===== src/rtl/iowrite_display.sv =====
// CPU write-side I/O port: LED register plus a 4-digit multiplexed
// seven-segment display showing a 16-bit value in hex.
module iowrite_display #(
    parameter int unsigned SCAN_DIV = 50000
) (
    input  logic        clock,
    input  logic        reset,
    input  logic        iow,
    input  logic [1:0]  ioaddr,
    input  logic [15:0] iowrite_data,
    output logic [15:0] led,
    output logic [3:0]  seg_an,
    output logic [7:0]  seg_cat
);

    localparam int unsigned DIV_W = (SCAN_DIV > 1) ? $clog2(SCAN_DIV) : 1;
    localparam logic [DIV_W-1:0] DIV_LAST = DIV_W'(SCAN_DIV - 1);

    localparam logic [1:0] ADDR_LED  = 2'b00;
    localparam logic [1:0] ADDR_VAL  = 2'b01;
    localparam logic [1:0] ADDR_CTRL = 2'b10;

    logic [15:0]      r_led;
    logic [15:0]      r_value;
    logic [4:0]       r_ctrl;
    logic [DIV_W-1:0] r_div;
    logic [1:0]       r_idx;
    logic [3:0]       r_seg_an;
    logic [7:0]       r_seg_cat;

    logic [3:0]       w_nib;
    logic [6:0]       w_hex;
    logic             w_lit;
    logic [3:0]       w_an_next;
    logic [7:0]       w_cat_next;

    // Register file; only control bits [4:0] have any effect, so only they are kept
    always_ff @(posedge clock or negedge reset) begin
        if (!reset) begin
            r_led   <= 16'h0000;
            r_value <= 16'h0000;
            r_ctrl  <= 5'h00;
        end else if (iow) begin
            case (ioaddr)
                ADDR_LED:  r_led   <= iowrite_data;
                ADDR_VAL:  r_value <= iowrite_data;
                ADDR_CTRL: r_ctrl  <= iowrite_data[4:0];
                default:   ;
            endcase
        end
    end

    // Free-running digit scan, independent of writes and enable
    always_ff @(posedge clock or negedge reset) begin
        if (!reset) begin
            r_div <= '0;
            r_idx <= 2'd0;
        end else if (r_div == DIV_LAST) begin
            r_div <= '0;
            r_idx <= r_idx + 2'd1;
        end else begin
            r_div <= r_div + DIV_W'(1);
        end
    end

    always_comb begin
        w_nib = 4'h0;
        w_hex = 7'h00;
        case (r_idx)
            2'd0:    w_nib = r_value[3:0];
            2'd1:    w_nib = r_value[7:4];
            2'd2:    w_nib = r_value[11:8];
            default: w_nib = r_value[15:12];
        endcase
        case (w_nib)
            4'h0: w_hex = 7'h3F;
            4'h1: w_hex = 7'h06;
            4'h2: w_hex = 7'h5B;
            4'h3: w_hex = 7'h4F;
            4'h4: w_hex = 7'h66;
            4'h5: w_hex = 7'h6D;
            4'h6: w_hex = 7'h7D;
            4'h7: w_hex = 7'h07;
            4'h8: w_hex = 7'h7F;
            4'h9: w_hex = 7'h6F;
            4'hA: w_hex = 7'h77;
            4'hB: w_hex = 7'h7C;
            4'hC: w_hex = 7'h39;
            4'hD: w_hex = 7'h5E;
            4'hE: w_hex = 7'h79;
            default: w_hex = 7'h71;
        endcase
    end

    // A dark digit releases both anode and cathodes; dp is never driven
    always_comb begin
        w_lit      = r_ctrl[4] & ~r_ctrl[r_idx];
        w_an_next  = 4'hF;
        w_cat_next = 8'hFF;
        if (w_lit) begin
            w_an_next  = ~(4'b0001 << r_idx);
            w_cat_next = {1'b1, ~w_hex};
        end
    end

    always_ff @(posedge clock or negedge reset) begin
        if (!reset) begin
            r_seg_an  <= 4'hF;
            r_seg_cat <= 8'hFF;
        end else begin
            r_seg_an  <= w_an_next;
            r_seg_cat <= w_cat_next;
        end
    end

    assign led     = r_led;
    assign seg_an  = r_seg_an;
    assign seg_cat = r_seg_cat;

endmodule


===== config.mk =====
export PLATFORM = sky130hd
export DESIGN_NAME = iowrite_display
export DESIGN_NICKNAME = d
export VERILOG_FILES = /design/src/rtl/iowrite_display.sv
export SDC_FILE = /design/constraint.sdc
export NUM_CORES = 1
export LEC_CHECK = 0
export CELL_PAD_IN_SITES_DETAIL_PLACEMENT = 1
export CELL_PAD_IN_SITES_GLOBAL_PLACEMENT = 2
export CORE_MARGIN = 2
export CORE_UTILIZATION = 35
export DETAILED_ROUTE_END_ITERATION = 7
export GPL_ROUTABILITY_DRIVEN = 0
export PLACE_DENSITY_LB_ADDON = 0.1
export REMOVE_ABC_BUFFERS = 1
export SETUP_SLACK_MARGIN = 0.02
export SYNTH_ARGS = -nofsm -noshare
export SYNTH_HDL_FRONTEND = slang
export SYNTH_SLANG_ARGS = --single-unit

===== constraint.sdc =====
create_clock -name clock -period 2.2 [get_ports clock]
set_clock_uncertainty 0.05 [all_clocks]
set_input_delay 0.22 -clock clock [delete_from_list [all_inputs] [get_ports clock]]
set_output_delay 0.22 -clock clock [all_outputs]
set_load 0.01 [all_outputs]

==> impl_metrics.py, run 1 <==
metrics = {
    "synthesis": {
        "synthesis.area_per_instance_sq_um": 13.2,
        "synth_edf_count": 0,
        "synthesized_area_fraction_occupied_by_adder_cells": 0.0501,
        "synth_compound_area_frac": 0.0614,
        "synth.ff_latch_count": 66,
        "synthDistinctLibCells": 46,
        "synth_top_family_by_area": "multiplexers",
        "synth.yosys.seq_area_share": 0.556,
        "top_flip_flop_cell_by_instance_count_after_synthesis": "sky130_fd_sc_hd__dfrtp_1",
        "synth_warnings": 0,
        "syn_area_sq_um": 3000,
        "synth_mux_area_frac": 0.167,
        "postSynth.asyncResetShare": 1.00,
        "synth-simple-area-share": 0.106,
        "synthesis.instances": 227,
        "parity_gate_share_of_the_synthesized_area_counting_xor_and_xnor_cells": 0.0380,
    },
    "clock_network": {
        "clock_tree.buffer_depth": 2,
        "cts_buffers": 9,
        "tritoncts": "yes",
        "cts.clk_slew.worst_paths_ps": 80,
        "cts_root_buffer": "sky130_fd_sc_hd__clkbuf_8",
        "cts_num_sinks": 66,
        "cts_htree_levels": 3,
        "clock_insertion_delay_worst_skew_ps": 340,
    },
    "setup_path": {
        "critical_path.max_fanout": 5,
        "critPathCaptureType": "flop",
        "required_ps": 2400,
        "worst_ep_arrival_time_ps": 2280,
        "setup.worst_path.start_class": "flop",
        "timing_worst_setup_path_type": "flop to flop",
    },
    "cells_and_area": {
        "final_design_area_no_fill_sq_um": 4020,
        "final_cell_count_no_fill": 411,
        "areaGrowthSynthToFinish_pct": 34.2,
        "drive_above_1_share": 0.330,
        "nNetsFinal": 334,
        "diodes": 0,
    },
    "global_routing": {
        "met3_track_demand_over_resource": 0.0357,
        "number_of_global_route_vias_before_repair": 2152,
        "global_route.overflow_total": 0,
        "grtUsageMet1": 0.227,
        "grt_start_max_net_pins": 67,
        "grt_use_total": 0.157,
        "grt-busiest-layer": "met2",
        "grt_pass1_wl_mm": 11.0,
        "antenna_found_initial": 0,
        "groute.layer.met2.usage": 0.233,
    },
    "floorplanning": {
        "floorplan.rows": 33,
        "start_util": 0.363,
        "total_die_area_sq_um": 9320,
        "dieWidth_microns": 96.5,
        "die_height_microns": 96.5,
        "io_pins": 49,
        "floorplan.core_area_sq_um": 8260,
    },
    "status": {
        "outcome": "finished clean",
    },
    "sta": {
        "slew_viol_final": 0,
        "final.hold.worst_slack_ps": 390,
        "max_clock_freq_mhz": 482,
        "setup_violations": 0,
        "unrepaired_setup_endpoints_after_global_routing": "yes",
        "timing.final.hold_violations": 0,
        "timing.setup.tns_ps": 0,
        "final_period_minus_worst_setup_slack_ps": 2070,
        "post-route-period-util": 0.943,
    },
    "power_and_ir_drop": {
        "ir_drop_mv": 0.377,
        "power.density_cell_area_nw_per_um2": 880,
        "power.static_leakage_nw": 1.70,
        "pnr_total_power_mw": 3.54,
    },
    "route": {
        "drt_iter0_markers": 70,
        "route.detailed.drc": 0,
        "drt-vias-per-instance": 4.96,
        "drtPass1Iterations": 4,
        "totalWireLength_mm": 6.70,
        "vias": 2038,
        "count_of_antenna_violating_nets_left_after_detailed_routing": 0,
        "detail_route.wl_per_cell_microns": 16.3,
    },
    "placed_design": {
        "hpwlAfterDp_mm": 4.65,
        "dpl.cell_count": 390,
        "place.port_buffers": 47,
        "placed_area_sq_um": 3700,
    },
    "hold_path": {
        "min_path_type": "input port to asynchronous set/reset pin",
    },
    "flow_run": {
        "cap_viol_max_count": 0,
    },
}
## worst paths after layout
| kind | startpoint | end | slack [ps] | depth (start not counted) |
|---|---|---|---|---|
| min in group clock | r_div[15] | r_div[15] | 440 | 1 |
| hold reg to reg | r_div[15] | r_div[15] | 440 | 1 |
| max in group asynchronous | reset | seg_an[2] | 1390 | 3 |
| hold / removal | reset | led[11] | 390 | 3 |
| setup reg to reg | r_idx[0] | seg_cat[0] | 130 | 8 |
| setup / recovery | r_idx[0] | seg_cat[0] | 130 | 8 |
## cell families (layout without fill, tap and decap cells)
group	Yosys count	count (layout)
AO/OA/AOI/OAI	24	24
flip-flops	66	66
other	1	1
AND/OR/NAND/NOR	53	53
XOR/XNOR	13	13
buffers and inverters	14	93
multiplexers	44	44
adder cells (fa/ha/maj)	12	12
## what timing repair did
action,4_1_cts,5_1_grt
endpoints found under the hold margin,55,0
pin swaps,2,6
setup buffers,2,2
hold buffers,1,0
resized for setup,3,5
endpoints found under the setup margin,6,7
## synth_stat cells, drive strengths merged (4+ instances only)
cell    instances  area share
inv             9       0.011
ha             12       0.050
nand3           9       0.015
a21oi           5      0.0096
dfrtp          55        0.46
mux2           37        0.14
buf             4      0.0083
nor2            8       0.010
dfstp          11       0.096
o221ai          4       0.012
nor2b           7       0.015
nand2          11       0.014
mux2i           6       0.020
xnor2           5       0.015
xor2            8       0.023
## state kept, by name (all words and copies together) (netlist names)
name     cells
led         16
r_div       16
r_value     16
seg_cat      7
r_ctrl       5
seg_an       4
r_idx        2
## metrics by stage
stage,setup slack [ps],utilization
floorplan,46.0,-
global placement,45.3,0.448
finish,125,0.487
detailed placement,-103,0.448
global route,-3.83,0.487
CTS,35.9,0.484
## final cells by class
class	instances	area (sq um)
Clock buffer	9	124
Timing Repair Buffer	68	638
Sequential cell	66	1670
Tap cell	105	131
Inverter	9	33.8
Fill cell	870	4240
Multi-Input combinational cell	147	1290
Clock inverter	7	141
## where the power goes
| part | internal [mW] | switching (mW) |
|---|---|---|
| clock | 0.868 | 0.495 |
| sequential | 1.40 | 0.0812 |
| combinational | 0.405 | 0.292 |
## routing by layer
metal,vias to the layer above,part of all wire
met1,1029,0.50
met4,0,0.0081
li1,954,-
met2,48,0.45
met3,7,0.040
met5,-,0
## worst max-delay path, cell delays in order (launching register included)
cell,delay [ps]
sky130_fd_sc_hd__dfrtp_1,400
sky130_fd_sc_hd__inv_1,110
sky130_fd_sc_hd__ha_2,220
sky130_fd_sc_hd__buf_4,140
sky130_fd_sc_hd__a222oi_1,440
sky130_fd_sc_hd__buf_4,190
sky130_fd_sc_hd__a21oi_2,90
sky130_fd_sc_hd__xnor2_1,140
sky130_fd_sc_hd__a211oi_1,210
## layout by cell type, fill, tap and decap left out, types with 2 or more instances in the layout
master | synthesis | routed
sky130_fd_sc_hd__a21oi_2 | 1 | 4
sky130_fd_sc_hd__a222oi_1 | 3 | 3
sky130_fd_sc_hd__a22o_1 | 2 | 2
sky130_fd_sc_hd__a22oi_1 | 2 | 2
sky130_fd_sc_hd__buf_4 | 2 | 19
sky130_fd_sc_hd__bufinv_16 | 0 | 4
sky130_fd_sc_hd__clkbuf_8 | 0 | 9
sky130_fd_sc_hd__clkdlybuf4s50_1 | 0 | 46
sky130_fd_sc_hd__dfrtp_1 | 55 | 55
sky130_fd_sc_hd__dfstp_2 | 11 | 11
sky130_fd_sc_hd__ha_1 | 12 | 10
sky130_fd_sc_hd__ha_2 | 0 | 2
sky130_fd_sc_hd__inv_1 | 9 | 7
sky130_fd_sc_hd__inv_2 | 0 | 2
sky130_fd_sc_hd__mux2_2 | 37 | 37
sky130_fd_sc_hd__mux2i_1 | 6 | 6
sky130_fd_sc_hd__nand2_1 | 11 | 11
sky130_fd_sc_hd__nand3_1 | 9 | 9
sky130_fd_sc_hd__nand3b_1 | 2 | 2
sky130_fd_sc_hd__nor2_1 | 8 | 8
sky130_fd_sc_hd__nor2b_1 | 7 | 7
sky130_fd_sc_hd__o21ai_0 | 2 | 2
sky130_fd_sc_hd__o221ai_1 | 4 | 4
sky130_fd_sc_hd__or4bb_1 | 2 | 2
sky130_fd_sc_hd__xnor2_1 | 5 | 5
sky130_fd_sc_hd__xor2_1 | 8 | 8
Power figures use the tool's default switching activity.
==> run 2: changes to the inputs <==
--- a/config.mk
+++ b/config.mk
@@ -10,8 +10,8 @@
 export CORE_MARGIN = 2
 export CORE_UTILIZATION = 35
 export DETAILED_ROUTE_END_ITERATION = 7
-export GPL_ROUTABILITY_DRIVEN = 0
-export PLACE_DENSITY_LB_ADDON = 0.1
+export GPL_ROUTABILITY_DRIVEN = 1
+export PLACE_DENSITY = 0.83
 export REMOVE_ABC_BUFFERS = 1
 export SETUP_SLACK_MARGIN = 0.02
 export SYNTH_ARGS = -nofsm -noshare
==> impl_metrics.py, run 2 (synthesis results as in run 1) <==
metrics = {
    "status": {
        "outcome": "finished clean",
    },
    "sta": {
        "timing_worst_slew_pin_value_ps": 702,
        "slew_viol_final": 0,
        "layout_setup_ws_ps": 57.7,
        "final_period_minus_worst_setup_slack_ps": 2140,
        "max_clock_freq_mhz": 467,
        "setup_violations": 0,
        "timing.final.hold_violations": 0,
        "final.hold.worst_slack_ps": 375,
        "post-route-period-util": 0.974,
        "unrepaired_setup_endpoints_after_global_routing": "yes",
        "slew_headroom": 0.532,
    },
    "power_and_ir_drop": {
        "ir_drop_mv": 0.277,
        "power.static_leakage_nw": 1.67,
        "netSwitchingFraction": 0.268,
        "p_int_mw": 2.32,
        "power.combinational.fraction": 0.231,
        "power.density_cell_area_nw_per_um2": 793,
        "power_switching_uw": 847,
        "power.share.sequential": 0.467,
        "p_clk_frac": 0.302,
    },
    "cells_and_area": {
        "areaGrowthSynthToFinish_pct": 33.2,
        "drive_above_1_share": 0.342,
        "final_design_area_no_fill_sq_um": 3990,
        "final_cell_count_no_fill": 409,
        "nNetsFinal": 332,
        "diodes": 0,
        "mostFrequentLayoutCells": "sky130_fd_sc_hd__dfrtp_1 (55), sky130_fd_sc_hd__clkdlybuf4s50_1 (46), sky130_fd_sc_hd__mux2_2 (37)",
        "layout_commonest_cell": "sky130_fd_sc_hd__dfrtp_1",
    },
    "placed_design": {
        "placed_area_sq_um": 3690,
        "place.port_buffers": 47,
        "dp_slack_ps": -109,
        "hpwlAfterDp_mm": 4.56,
        "gp_routability_congestion": 0.762,
        "dpl.cell_count": 387,
    },
    "floorplanning": {
        "floorplan.rows": 33,
        "dieWidth_microns": 96.5,
        "start_util": 0.363,
        "floorplan.core_area_sq_um": 8260,
        "die_height_microns": 96.5,
        "total_die_area_sq_um": 9320,
        "io_pins": 49,
    },
    "setup_path": {
        "critical_path.max_fanout": 5,
        "timing_worst_setup_path_type": "flop to flop",
        "ordered_list_of_cells_on_the_worst_path": "inv_1, ha_2, a222oi_1, a21oi_4, buf_4, ha_4, mux2i_1, o221ai_1",
        "required_ps": 2410,
        "crit_path_max_incr_delay_ps": 500,
        "worst_ep_arrival_time_ps": 2350,
        "critPathCaptureType": "flop",
        "setup.worst_path.start_class": "flop",
        "slowest_stage": "sky130_fd_sc_hd__a222oi_1",
        "ff2ff_path_depth": 8,
    },
    "route": {
        "count_of_antenna_violating_nets_left_after_detailed_routing": 0,
        "vias": 2061,
        "drt-vias-per-instance": 5.04,
        "detail_route.wl_per_cell_microns": 16.2,
        "route.detailed.drc": 0,
        "drtPass1Iterations": 4,
        "totalWireLength_mm": 6.61,
        "drt_iter0_markers": 70,
    },
    "global_routing": {
        "grt_pass1_wl_mm": 10.9,
        "grt_use_total": 0.158,
        "antenna_found_initial": 0,
        "grt_start_max_net_pins": 67,
        "number_of_global_route_vias_before_repair": 2219,
        "global_route.overflow_total": 0,
    },
    "clock_network": {
        "clock_insertion_delay_worst_skew_ps": 340,
        "cts_num_sinks": 66,
        "tritoncts": "yes",
        "cts.clk_slew.worst_paths_ps": 70,
        "cts_htree_levels": 3,
        "clock_tree.buffer_depth": 2,
        "cts_root_buffer": "sky130_fd_sc_hd__clkbuf_8",
        "cts_buffers": 9,
    },
    "flow_run": {
        "cap_viol_max_count": 0,
    },
    "hold_path": {
        "min_path_type": "input port to asynchronous set/reset pin",
    },
}
run 2: changes by cell type in the layout (fill, tap and decap cells not counted), sizes merged:
cell / previous run / this run
buf: 21 / 19
clkbuf: 9 / 14
clkinvlp: 1 / 0
bufinv: 4 / 0
run 2: what timing repair did:
item,4_1_cts,5_1_grt
hold endpoints to repair,55,0
endpoints found under the setup margin,7,7
pin swaps,4,7
resized for setup,5,14
buffers inserted,2,3
hold buffers,1,0
run 2: path summary, 6_finish.rpt:
kind                               start          to  slack (ps)
max in group asynchronous          reset  seg_cat[2]        1380
worst min register to register  r_div[0]    r_div[0]         450
min in group clock              r_div[0]    r_div[0]         450
worst min-delay path               reset      led[4]         380
worst max register to register  r_idx[1]  seg_cat[5]          60
worst max-delay path            r_idx[1]  seg_cat[5]          60
run 2: final cells by class:
class	instances	area, sq um
Clock buffer	14	173
Clock inverter	2	10.0
Fill cell	872	4270
Inverter	9	33.8
Multi-Input combinational cell	147	1340
Sequential cell	66	1670
Tap cell	105	131
Timing Repair Buffer	66	636
run 2: worst max-delay path, delay by kind of cell (launching register included):
family,cells,cell delay (ps)
AO/OA/AOI/OAI,3,800
flip-flops,1,400
adder cells (fa/ha/maj),2,380
buffers and inverters,2,270
multiplexers,1,170
run 2: power groups by stage:
stage | combinational, mW | clock, mW | sequential (mW)
after global placement | 0.649 | 0 | 1.50
after global routing | 0.796 | 1.03 | 1.50
after detailed placement | 0.667 | 0 | 1.50
after CTS | 0.687 | 0.983 | 1.48
final | 0.730 | 0.957 | 1.48
after floorplan | 0.289 | 0 | 1.53
run 2: layer usage:
| layer | vias up | part of all wire | track usage |
|---|---|---|---|
| met5 | - | 0 | 0 |
| met4 | 0 | 0.018 | 0.0775 |
| met3 | 11 | 0.028 | 0.0295 |
| met2 | 36 | 0.52 | 0.270 |
| met1 | 1057 | 0.44 | 0.191 |
| li1 | 957 | - | - |
run 2: through the flow:
step	TNS [ps]	util	total power [mW]
after CTS	0	0.473	3.15
after global routing	-206	0.483	3.33
after floorplan	0	-	1.81
after detailed placement	-310	0.447	2.17
after global placement	0	0.447	2.15
final	0	0.483	3.16
==> run 3: changes to the inputs <==
==> constraint.sdc (replaced) <==
create_clock -name clock -period 2.2 [get_ports clock]
set_clock_uncertainty 0.05 [all_clocks]
set_input_delay 0.66 -clock clock [delete_from_list [all_inputs] [get_ports clock]]
set_output_delay 0.66 -clock clock [all_outputs]
set_load 0.01 [all_outputs]
==> impl_metrics.py, run 3 (synthesis results as in run 1) <==
metrics = {
    "route": {
        "vias": 2063,
        "drtPass1Iterations": 4,
        "detail_route.wl_per_cell_microns": 16.1,
        "totalWireLength_mm": 6.71,
        "count_of_antenna_violating_nets_left_after_detailed_routing": 0,
        "drt-vias-per-instance": 4.95,
        "route.detailed.drc": 0,
        "drt_iter0_markers": 92,
    },
    "clock_network": {
        "cts_buffers": 9,
        "hold_fix_buffer_count_after_cts": 0,
        "clock_tree.buffer_depth": 2,
        "cts_num_sinks": 66,
        "cts_htree_levels": 3,
        "clock_insertion_delay_worst_skew_ps": 350,
        "cts_root_buffer": "sky130_fd_sc_hd__clkbuf_8",
        "cts.clk_slew.worst_paths_ps": 70,
        "tritoncts": "yes",
    },
    "sta": {
        "setup_violations": 0,
        "final_period_minus_worst_setup_slack_ps": 2130,
        "timing.final.hold_violations": 0,
        "slew_viol_final": 0,
        "max_clock_freq_mhz": 470,
        "post-route-period-util": 0.968,
        "unrepaired_setup_endpoints_after_global_routing": "yes",
        "timing.setup.tns_ps": 0,
    },
    "cells_and_area": {
        "post-route-util": 0.494,
        "mostFrequentLayoutCells": "sky130_fd_sc_hd__dfrtp_1 (55), sky130_fd_sc_hd__clkdlybuf4s50_1 (46), sky130_fd_sc_hd__mux2_2 (37)",
        "areaGrowthSynthToFinish_pct": 36.1,
        "nNetsFinal": 340,
        "drive_above_1_share": 0.365,
        "final_design_area_no_fill_sq_um": 4080,
        "diodes": 0,
        "layout_commonest_cell": "sky130_fd_sc_hd__dfrtp_1",
    },
    "floorplanning": {
        "dieWidth_microns": 96.5,
        "die_height_microns": 96.5,
        "floorplan.rows": 33,
        "start_util": 0.363,
        "floorplan.core_area_sq_um": 8260,
        "io_pins": 49,
        "total_die_area_sq_um": 9320,
    },
    "placed_design": {
        "placed_area_sq_um": 3740,
        "hpwlAfterDp_mm": 4.52,
        "place.port_buffers": 47,
        "gp_routability_congestion": 0.781,
    },
    "setup_path": {
        "timing_worst_setup_path_type": "flop to flop",
        "crit_top_cell": "sky130_fd_sc_hd__buf_4",
        "critical_path.max_fanout": 4,
        "critPathCaptureType": "flop",
        "crit_path_max_incr_delay_ps": 410,
        "slowest_stage": "sky130_fd_sc_hd__dfrtp_1",
        "ordered_list_of_cells_on_the_worst_path": "buf_4, ha_2, a222oi_1, a21oi_2, buf_4, ha_4, mux2i_1, a32oi_1",
        "setup.worst_path.start_class": "flop",
        "worst_ep_arrival_time_ps": 2350,
        "required_ps": 2420,
    },
    "power_and_ir_drop": {
        "power.density_cell_area_nw_per_um2": 806,
        "power.static_leakage_nw": 1.72,
        "ir_drop_mv": 0.288,
    },
    "global_routing": {
        "grt_pass1_wl_mm": 10.6,
        "grt_start_max_net_pins": 67,
        "grt_use_total": 0.155,
        "number_of_global_route_vias_before_repair": 2159,
        "global_route.overflow_total": 0,
        "antenna_found_initial": 0,
    },
    "hold_path": {
        "min_path_type": "input port to asynchronous set/reset pin",
    },
    "flow_run": {
        "cap_viol_max_count": 0,
    },
    "status": {
        "outcome": "finished clean",
    },
}
run 3: stage by stage:
step                hold WS, ps  setup slack (ps)  cells  power, mW
floorplan                   314              46.0    222       1.81
global placement            405              94.4    392       2.15
detailed placement          418              14.9    392       2.18
CTS                         281              18.6    408       3.27
global route                286             -39.2    417       3.46
finish                      273              71.3    417       3.29
run 3: path summary, 6_finish.rpt:
check                               start         end  slack [ps]  cells past startpoint
worst min register to register  r_div[15]   r_div[15]         430                      1
max in group asynchronous           reset  seg_cat[1]        1500                      2
worst max register to register   r_idx[0]  seg_cat[3]          70                      8
worst max-delay path             r_idx[0]  seg_cat[3]          70                      8
worst min-delay path                reset   r_ctrl[4]         270                      2
min in group clock              r_div[15]   r_div[15]         430                      1
run 3: area by class of cell:
type                       count  area, sq um
multi-input combinational    147         1330
inverter                       9         33.8
tap                          105          131
fill                         867         4180
sequential                    66         1670
clock inverter                 4         48.8
timing repair buffer          74          709
clock buffer                  12          165
run 3: timing repair:
action / CTS / global route
resized for setup: 3 / 15
setup endpoints to repair: 3 / 7
gates cloned: 0 / 0
buffers inserted: 0 / 9
pin swaps: 1 / 9
run 3: critical path, delay by kind of cell, from the launching register on:
kind	cells	cell delay [ps]
DFF	1	410
muxes	1	60
adders and majority gates	2	470
AOI/OAI and AO/OA	3	720
buffers and inverters	2	340
run 3: routing by layer:
layer,global-route usage,routed length [microns],vias up,part of all wire
li1,-,-,974,-
met1,0.187,2930,1046,0.44
met2,0.259,3450,35,0.51
met3,0.0535,219,8,0.033
met4,0.0505,111,0,0.017
met5,0,0,-,0
run 3: where the power goes:
part           switching, mW  internal [mW]  total (mW)
logic                  0.303          0.426       0.729
clock network          0.464          0.614        1.08
registers             0.0831           1.40        1.48
total                  0.851           2.44        3.29
==> RTL edit: new RTL, config.mk and constraints of run 1 <==
`SCAN_DIV`: 50000 -> 200000.
--- a/src/rtl/iowrite_display.sv
+++ b/src/rtl/iowrite_display.sv
@@ -3,3 +3,3 @@
 module iowrite_display #(
-    parameter int unsigned SCAN_DIV = 50000
+    parameter int unsigned SCAN_DIV = 200000
 ) (
Check against the original RTL: no difference found for any inputs over 10 cycles, from zero or initial values and one cycle with reset low; that may be too few to reach the edited logic, so the function may still have changed.
==> RTL edit against run 1 <==
Critical endpoint is now seg_cat[3]$_DFF_PN1_; critical path type unchanged; power is 8.1% lower; wire length down 2.2%; area after synthesis is 3.2% higher; sequential cell count rose by 2; maximum frequency decreased by 0.44%; first-iteration DRC count up 57%; design area up 0.50%; setup slack got worse by 0.0091 ns; largest power group unchanged.
==> RTL edit: results (changes against run 1) <==
- The final wirelength is 6.55 mm (was 6.70 mm).
- The top cell family by delay on the critical path was compound AO/OA/AOI/OAI gates (unchanged).
* Comb pwr: 687 uW (was 697 uW)
- Post-Place Cells: 396 (was 390)
- In this run the register-to-register setup slack is 0.12 ns.
- The post-placement setup slack came to -0.0383 ns (was -0.103 ns).
- Via count of the first global-routing pass: 2,118 (was 2,152)
* Synth Area per Inst: 13.2 sq um (about the same)
- The endpoint of the most critical setup path was seg_cat[3]$_DFF_PN1_ (was seg_cat[0]$_DFF_PN1_).
- The endpoint of the worst-slack reg-to-reg timing path is seg_cat[3]$_DFF_PN1_ (was seg_cat[0]$_DFF_PN1_).
- The power drawn by the clock network is 1050 uW (was 1360 uW).
- Area after DPL: 3760 sq um (was 3700 sq um)
* Detailed Route Iter0 Violations: 110 (was 70)
* Net count reported at finish: 335 (was 334)
* Average vias per placed instance: 4.99 (was 4.96)
- Post-synth top cells: 57 x dfrtp_1, 37 x mux2_2, 13 x nand2_1 (was 55 x dfrtp_1, 37 x mux2_2, 12 x ha_1).
- The largest net degree at the start of global routing is 30 (was 67).
* Leak Pwr: 0.00170 uW (about the same)
* GR Util All Layers: 14.7% (was 15.7%)
* Outcome: finished clean (unchanged)
- The achievable frequency was 0.480 GHz (was 0.482 GHz).
- Global-route wire length before repair: 11.1 mm (was 11.0 mm)
- Standard cell with the maximum stage delay on the critical path: dfrtp_2 (was a222oi_1)
- The length in cells of the worst reg-to-reg path came to 8 (unchanged).
* Count of instances resized after the clock tree is built: 4 (was 3)
* Distinct cell type count after synthesis: 44 (was 46)
- The maximum ir drop on the vdd rail is 0.294 mV (was 0.377 mV).
- The non-filler instance count after layout is 415 (was 411).
* Number of post-CTS setup repair buffers: 1 (was 2)
- Internal power component: 2360 uW (was 2670 uW)
- Top post-synthesis cells by area: dfrtp_1 46%, mux2_2 13%, dfstp_2 9.3% (was dfrtp_1 46%, mux2_2 14%, dfstp_2 9.6%).
- The proportion of synthesized chip area in sequential cells is 55.5% (was 55.6%).
* Arrival time reported for the critical path endpoint: 2.31 ns (was 2.28 ns)
-- RTL edit: logic make-up after synthesis --
kind of cell	Yosys count	share of synthesized area [%]
XOR/XNOR	15	4.25
AO/OA/AOI/OAI	24	5.87
buffers and inverters	13	1.86
AND/OR/NAND/NOR	57	11.0
flip-flops	68	55.5
adder cells (fa/ha/maj)	12	4.86
multiplexers	45	16.5
other	1	0.121
-- RTL edit: worst min-delay path by stage --
stage / to / slack, ns / startpoint / depth (start not counted)
2_1_floorplan: led[0]$_DFFE_PN0P_ / -0.13 / reset / 0
3_3_place_gp: led[0]$_DFFE_PN0P_ / 0.16 / reset / 1
3_5_place_dp: led[0]$_DFFE_PN0P_ / 0.16 / reset / 1
4_1_cts: led[2]$_DFFE_PN0P_ / 0.32 / reset / 2
5_1_grt: led[2]$_DFFE_PN0P_ / 0.33 / reset / 2
6_report: r_ctrl[2]$_DFFE_PN0P_ / 0.31 / reset / 2
-- RTL edit: layout make-up --
type,instances,area (sq um)
Multi-Input combinational cell,154,1370
Sequential cell,68,1720
Inverter,8,32.5
Clock inverter,7,76.3
Timing Repair Buffer,61,586
Fill cell,908,4600
Clock buffer,9,124
Tap cell,108,135
-- RTL edit: routing by layer --
metal / up-vias / GRT usage [%] / wire length [um]
met2: 41 / 20.7 / 2880
li1: 979 / - / -
met3: 7 / 4.08 / 260
met4: 0 / 6.41 / 87
met1: 1045 / 21.3 / 3320
met5: - / 0 / 0
-- RTL edit: worst register-to-register path, delay by kind of cell, from the launching register on --
| kind | cells | cell delay [ns] |
|---|---|---|
| muxes | 1 | 0.06 |
| buffers and inverters | 2 | 0.23 |
| adders and majority gates | 2 | 0.43 |
| DFF | 1 | 0.44 |
| AOI/OAI and AO/OA | 3 | 0.79 |
